--- src/rtl/mmio_uart_tx.sv ---
// rtl/mmio_uart_tx.sv - memory-mapped UART transmitter with transmit FIFO
module mmio_uart_tx #(
    parameter int          CLKS_PER_BIT = 16,
    parameter int          FIFO_DEPTH   = 8,
    parameter logic [31:0] BASE_ADDR    = 32'hFFFF0000
) (
    input  logic        clk,
    input  logic        rst_n,
    input  logic [31:0] ram_addr,
    input  logic [3:0]  ram_w,
    input  logic        ram_r,
    input  logic [31:0] ram_out,
    output logic        sel,
    output logic [31:0] rd_data,
    output logic        tx,
    output logic        busy
);

    localparam int          AW        = $clog2(FIFO_DEPTH);
    localparam logic [15:0] BAUD_LAST = 16'(CLKS_PER_BIT - 1);
    localparam logic [AW:0] DEPTH_C   = (AW + 1)'(FIFO_DEPTH);

    typedef enum logic [1:0] {IDLE, START, DATA, STOP} state_e;

    state_e          state_q, state_d;
    logic [15:0]     baud_q, baud_d;
    logic [2:0]      bit_q, bit_d;
    logic [7:0]      shift_q, shift_d;
    logic            tx_q, tx_d;
    logic            ovf_q, ovf_d;
    logic [AW-1:0]   wr_ptr_q, wr_ptr_d;
    logic [AW-1:0]   rd_ptr_q, rd_ptr_d;
    logic [AW:0]     count_q, count_d;
    logic [7:0]      mem_q [FIFO_DEPTH];

    logic            full, empty, push, pop, accept, ovf_set, ovf_clr, baud_end;
    logic [31:0]     status;
    logic            unused_ok;

    assign unused_ok = ^{ram_r, ram_addr[1:0], ram_w[3:1], ram_out[31:8]};

    assign sel      = (ram_addr[31:3] == BASE_ADDR[31:3]);
    assign full     = (count_q == DEPTH_C);
    assign empty    = (count_q == '0);
    assign push     = sel && !ram_addr[2] && ram_w[0];
    assign ovf_clr  = sel && ram_addr[2] && ram_w[0] && ram_out[3];
    assign baud_end = (baud_q == BAUD_LAST);
    assign busy     = !empty || (state_q != IDLE);
    assign tx       = tx_q;

    assign status  = {17'd0, 7'(count_q), 4'd0, ovf_q, busy, empty, full};
    assign rd_data = (sel && ram_addr[2]) ? status : 32'd0;

    always_comb begin
        state_d = state_q;
        baud_d  = baud_q;
        bit_d   = bit_q;
        shift_d = shift_q;
        pop     = 1'b0;
        case (state_q)
            IDLE: begin
                if (!empty) begin
                    pop     = 1'b1;
                    shift_d = mem_q[rd_ptr_q];
                    baud_d  = 16'd0;
                    state_d = START;
                end
            end
            START: begin
                if (baud_end) begin
                    baud_d  = 16'd0;
                    bit_d   = 3'd0;
                    state_d = DATA;
                end else begin
                    baud_d = baud_q + 16'd1;
                end
            end
            DATA: begin
                if (baud_end) begin
                    baud_d  = 16'd0;
                    shift_d = shift_q >> 1;
                    bit_d   = bit_q + 3'd1;
                    if (bit_q == 3'd7) begin
                        state_d = STOP;
                    end
                end else begin
                    baud_d = baud_q + 16'd1;
                end
            end
            STOP: begin
                if (baud_end) begin
                    baud_d = 16'd0;
                    // Chain straight into the next frame so queued bytes leave with no idle gap
                    if (!empty) begin
                        pop     = 1'b1;
                        shift_d = mem_q[rd_ptr_q];
                        state_d = START;
                    end else begin
                        state_d = IDLE;
                    end
                end else begin
                    baud_d = baud_q + 16'd1;
                end
            end
            default: state_d = IDLE;
        endcase

        case (state_d)
            START:   tx_d = 1'b0;
            DATA:    tx_d = shift_d[0];
            default: tx_d = 1'b1;
        endcase
    end

    always_comb begin
        accept   = push && (!full || pop);
        ovf_set  = push && full && !pop;
        wr_ptr_d = accept ? wr_ptr_q + AW'(1) : wr_ptr_q;
        rd_ptr_d = pop ? rd_ptr_q + AW'(1) : rd_ptr_q;
        case ({accept, pop})
            2'b10:   count_d = count_q + (AW + 1)'(1);
            2'b01:   count_d = count_q - (AW + 1)'(1);
            default: count_d = count_q;
        endcase
        if (ovf_set) begin
            ovf_d = 1'b1;
        end else if (ovf_clr) begin
            ovf_d = 1'b0;
        end else begin
            ovf_d = ovf_q;
        end
    end

    always_ff @(posedge clk or negedge rst_n) begin
        if (!rst_n) begin
            state_q  <= IDLE;
            baud_q   <= 16'd0;
            bit_q    <= 3'd0;
            shift_q  <= 8'd0;
            tx_q     <= 1'b1;
            ovf_q    <= 1'b0;
            wr_ptr_q <= '0;
            rd_ptr_q <= '0;
            count_q  <= '0;
        end else begin
            state_q  <= state_d;
            baud_q   <= baud_d;
            bit_q    <= bit_d;
            shift_q  <= shift_d;
            tx_q     <= tx_d;
            ovf_q    <= ovf_d;
            wr_ptr_q <= wr_ptr_d;
            rd_ptr_q <= rd_ptr_d;
            count_q  <= count_d;
        end
    end

    // Storage needs no reset: pointers and count define which entries are live
    always_ff @(posedge clk) begin
        if (accept) begin
            mem_q[wr_ptr_q] <= ram_out[7:0];
        end
    end

endmodule

--- config.mk ---
export PLATFORM = sky130hd
export DESIGN_NAME = mmio_uart_tx
export DESIGN_NICKNAME = d
export VERILOG_FILES = /design/src/rtl/mmio_uart_tx.sv
export SDC_FILE = /design/constraint.sdc
export NUM_CORES = 1
export LEC_CHECK = 0
export CORE_MARGIN = 4
export CORE_UTILIZATION = 52
export DETAILED_ROUTE_END_ITERATION = 6
export GPL_TIMING_DRIVEN = 1
export PLACE_DENSITY = 0.81
export SKIP_LAST_GASP = 1
export SYNTH_ARGS = -nofsm -noshare
export SYNTH_HDL_FRONTEND = slang
export SYNTH_SLANG_ARGS = --single-unit
--- constraint.sdc ---
create_clock -name clk -period 4 [get_ports clk]
set_input_delay 0.8 -clock clk [delete_from_list [all_inputs] [get_ports clk]]
set_output_delay 0.8 -clock clk [all_outputs]
set_load 0.03 [all_outputs]
* After elaboration in Yosys (flattened, before gate mapping)
Memories as Yosys holds them, arrays and structs flattened.
Cells that the tools add are included.
** Storage, ports and cells
- Register bits :: 41
- RAM bits :: 64
- Memories kept :: 1
** Cells by class
- Multiplexer cells :: 27
- $add $sub $neg :: 6
- Eq/ne operators :: 15
- Reduce and logical (&&, ||, !) cells :: 24
** Memory list
- mem_q :: depth 8, width 8, rd ports 1, clocked after memory_dff 0, write ports 1, RTL line 34 : logic [7:0] mem_q [FIFO_DEPTH];
** Operators by type and width (number)
- $mux W16 :: 2
- $pmux W16 S2 :: 1
- $eq A29 B29 Y1 const B :: 1
- $mux W8 :: 3
- $pmux W8 S3 :: 1
- $add A16 B1 Y16 const B :: 1
- $eq A16 B4 Y1 const B :: 1
- $mux W12 :: 1
- $mux W2 :: 5
- $add A3 B1 Y3 const B :: 3
- $eq A2 B2 Y1 const B :: 4
- $logic_and A1 B1 Y1 :: 8
- $ne A2 B2 Y1 const B :: 4
- $pmux W2 S4 :: 1
- $pmux W4 S2 :: 1
- $reduce_bool A2 Y1 :: 4
- $mux W1 :: 7
- $eq A2 B1 Y1 const B :: 3
- $mux W3 :: 2
- $pmux W3 S2 :: 1
- $reduce_and A3 Y1 :: 2
- $add A4 B1 Y4 const B :: 1
- $eq A4 B4 Y1 const B :: 1
- $logic_not A1 Y1 :: 4
- other kinds (8) :: 10

* Logic depth before layout (Yosys ltp)
- Word-level depth :: 8
- Mapped depth :: 10

* Worst setup path before layout
Ideal clock, no wire load.
- Path kind :: input to output
- From :: in ram_addr[23]
- To :: out rd_data[0]
- Arrival time :: 2.327 ns
- Stages on the path :: 5
- Required time :: 3.200 ns
- Slack :: 0.873 ns
- Cells stage by stage :: nand4_1 > nor4_1 > nor2b_1 > clkbuf_1 > and3_1
** On the way
- Longest elaborated chain between the ends :: 3
** Ends and longest elaborated chain
- start, declared :: RTL line 9 : input logic [31:0] ram_addr,
- $eq A29 B29 Y1 :: RTL line 42 : assign sel = (ram_addr[31:3] == BASE_ADDR[31:3]);
- net sel :: RTL line 13 : output logic sel,
- $logic_and A1 B1 Y1 :: RTL line 52 : assign rd_data = (sel && ram_addr[2]) ? status : 32'd0;
- $mux W12 :: RTL line 52
- end, declared :: RTL line 14 : output logic [31:0] rd_data,
The timed path passes the listed nets, and every way through them passes these cells.

* Worst setup path in the final report
- From :: in ram_addr[19]
- To :: out sel
** On the way
- Longest elaborated chain between the ends :: 1
** Ends and longest elaborated chain (RTL line)
- $eq A29 B29 Y1 :: 42
- end, declared :: 13
No other way between the ends.

==> results.sh <==
export IMPL_routed_wirelength_mm=10.09
export IMPL_critical_path_max_fanout=3
export IMPL_hold_depth=2
export IMPL_p_leak_nw=2.283
export IMPL_fin_crit_sh=0.9009
export IMPL_worst_r2r_setup_slack_ns=1.14
export IMPL_power_switching_w=0.0004494
export IMPL_clockRootBuffer="clkbuf_8"
export IMPL_antenna_found_initial=0
export IMPL_ir_worst_vdd_mv=0.2784
export IMPL_period_needed_ns=3.604
export IMPL_internal_power_w=0.001432
export IMPL_setup_tns_final_ns=0
export IMPL_synth_top_area_frac=0.3728
export IMPL_port_buffers=51
export IMPL_synth_area_leaders="edfxtp_1, dfrtp_1, mux4_2, buf_4, o21ai_0"
export IMPL_start_util=0.5298
export IMPL_min_to="shift_q[0]"
export IMPL_status="finished, final reports clean"
export IMPL_tritoncts="built"
export IMPL_reg2regPathDepth=10
export IMPL_clk_pin_slew_ns=0.10
export IMPL_required_ns=3.20
export IMPL_async_reset_ff_frac=0.3905
export IMPL_yosys_area_share_simple=0.1408
export IMPL_p_sw_frac=0.2389
export IMPL_clock_latency_ns=0.37
export IMPL_finClkSkew_ns=0.01046
export IMPL_hold_viol=0
export IMPL_via_per_inst=5.585
export IMPL_chipWidth_um=107.6
export IMPL_power_density_mw_per_mm2=316.4
export IMPL_yosysWarnings=0
export IMPL_post_cts_buffers=0
export IMPL_drv_cap=0
export IMPL_diodes=0
export IMPL_cp_common_cell="clkdlybuf4s50_1"
export IMPL_clock_sinks=105
export IMPL_synthMuxAreaShare=0.07816
export IMPL_maxSlewHeadroom=0.2822
export IMPL_grt_pass1_vias=3387
export IMPL_cts_buffers=9
export IMPL_worst_path_max_delay_cell="clkdlybuf4s50_1"
export IMPL_final_nets=547
export IMPL_syn_to_final_growth_pct=15.32
export IMPL_synth_top_area_cell="edfxtp_1"
export IMPL_grtUsageTotal=0.1863
export IMPL_start_kind="primary input"
export IMPL_core_area_mm2=0.009729
export IMPL_synthXorXnorAreaFrac=0.01869
export IMPL_nFillCells=752
export IMPL_yosysUniqueCellTypes=58
export IMPL_synth_compound_area_frac=0.1000
export IMPL_critPathMaxStageDelay_ns=0.71
export IMPL_pin_count=106
export IMPL_syn_avg_cell_area_um2=12.86
export IMPL_overflow=0
export IMPL_synthAdderAreaFrac=0.03544
export IMPL_finish_utilization=0.6110
export IMPL_postRouteAntennaNets=0
export IMPL_hp_class="reg2reg"
export IMPL_p_comb_frac=0.046
export IMPL_grt_max_degree=42
export IMPL_crit_path_end_kind="output port"
export IMPL_syn_area_mm2=0.005155
export IMPL_cp_cell_sequence="clkdlybuf4s50_1 > nand4_1 > nor4_1 > nor2b_1 > clkdlybuf4s50_1"
export IMPL_synthFlopType="edfxtp_1"
export IMPL_r2r_start="state_q[0]"
export IMPL_cts_resized=0
export IMPL_hpwl_mm=7.317
export IMPL_critPathBufInv=2
export IMPL_drive_gt1_frac=0.1499
export IMPL_worst_pin_slew_ns=1.077
export IMPL_synth_edf_count=64
export IMPL_crit_type="in2out"
export IMPL_clock_path_buffers=2
export IMPL_arrival_ns=2.80
export IMPL_htreeDepth=3
export IMPL_p_clk_frac=0.342
export IMPL_chipHeight_um=107.6
export IMPL_fmax_mhz=277.5
export IMPL_r2r_end="count_q[3]"
export IMPL_die_area_mm2=0.01157
export IMPL_synth_seq_cells=105
export IMPL_vias=3351
export IMPL_rows=36
export IMPL_wl_per_cell_um=16.82
export IMPL_rsz0062_at_grt="false"
export IMPL_slew_viol_final=0
export IMPL_syn_inst=401
export IMPL_remaining_drc_errors=0
export IMPL_setup_viol=0
export IMPL_drt_iter0_drc=171
export IMPL_yosysSeqAreaShare=0.5721
export IMPL_seqPwrFrac=0.612
export IMPL_synth_top_family_by_area="simple AND/OR/NAND/NOR gates"
export IMPL_place_congestion=0.8283
export IMPL_grt_pass1_wl_mm=16.79
export IMPL_first_pass_iters=4
export IMPL_crit_family="buffers and inverters"
export IMPL_hp_start="shift_q[0]"
export IMPL_postCtsHoldBufs=0
-- registers in the layout, summed over array words and instances, names as in the netlist --
| name | flops |
|---|---|
| state_q | 2 |
| baud_q | 16 |
| rd_ptr_q | 3 |
| shift_q | 8 |
| wr_ptr_q | 3 |
| count_q | 4 |
| tx | 1 |
| bit_q | 3 |
| ovf_q | 1 |
| mem_q | 64 |
-- metal layers --
layer  wire (um)  vias up  global-route usage  share of wire
met5           0        -                   0              0
met4         176        0             0.06041          0.017
met3         455       16             0.03479          0.045
met2        5451       80              0.3348           0.54
met1        4010     1668              0.2255           0.40
li1            -     1587                   -              -
-- through the flow --
stage	power [W]	worst slack (ns)	cell area, um^2	instances	hold slack (ns)
after CTS	0.001894	0.3960	5944	600	0.4942
after floorplan	0.001224	0.8729	5241	424	0.4418
after global routing	0.001951	0.2600	5944	600	0.5217
after detailed placement	0.001262	0.3960	5753	584	0.4694
final	0.001881	0.3964	5944	600	0.4944
after global placement	0.001259	0.5272	5753	584	0.4580
-- worst min-delay path: stages (launching register included) --
cell and delay (ns):
dfrtp_1 0.33, nand2_1 0.07, nand3_1 0.07
-- logic make-up after synthesis --
| logic type | after synthesis |
|---|---|
| other | 1 |
| DFF | 105 |
| and+or+nand+nor | 121 |
| adders and majority gates | 14 |
| buffers and inverters | 48 |
| AOI/OAI and AO/OA | 79 |
| muxes | 22 |
| xor gates and xnor gates | 11 |
-- worst max-delay path by stage --
stage	slack [ns]	from	end	cells after the start
after detailed placement	0.40	ram_addr[19]	sel	5
after floorplan	0.87	ram_addr[23]	rd_data[0]	5
after global placement	0.53	ram_addr[23]	sel	5
after CTS	0.40	ram_addr[19]	sel	5
after global routing	0.26	ram_addr[19]	sel	5
final	0.40	ram_addr[19]	sel	5
-- cell usage after synthesis (all sizes together), types with 3 or more instances --
master,number
xor2,4
a31oi,4
nand4,9
dfrtp,40
nor2,15
and3,15
clkbuf,6
edfxtp,64
a22oi,6
mux4,14
ha,13
nand3,6
nor4,8
nor2b,4
mux2,3
and2,3
inv,10
xnor2,7
a22o,6
nor3,7
nor3b,4
and4,4
buf,31
a21oi,17
nand2,37
mux2i,5
nand2b,3
o21ai,33
-- power by group through the flow --
stage	Sequential (W)	Clock (W)	Combinational (W)
5_1_grt	0.00115	0.000706	0.0000948
4_1_cts	0.00115	0.000656	0.0000878
6_report	0.00115	0.000643	0.0000873
2_1_floorplan	0.00117	0	0.0000498
3_3_place_gp	0.00117	0	0.0000854
3_5_place_dp	0.00117	0	0.0000876
-- area by class of cell --
type / count / area [um^2] / area share
clock buffers: 9 / 123.9 / 0.02084
clock inverters: 7 / 67.56 / 0.01137
inverters: 11 / 41.29 / 0.006946
multi-input cells: 271 / 2013 / 0.3387
flip-flops and latches: 105 / 2949 / 0.4961
well taps: 133 / 166.4 / 0.02799
repair buffers: 64 / 583.1 / 0.09808
-- cell usage in the layout (no fill, tap or decap), types with 10 or more instances in the layout --
cell,count
edfxtp_1,64
nor2_1,14
o21ai_0,33
ha_1,13
clkdlybuf4s50_1,42
buf_4,21
mux4_2,14
conb_1,24
dfrtp_1,40
inv_1,10
and3_1,15
nand2_1,36
a21oi_1,14
Power figures use the tool's default switching activity.
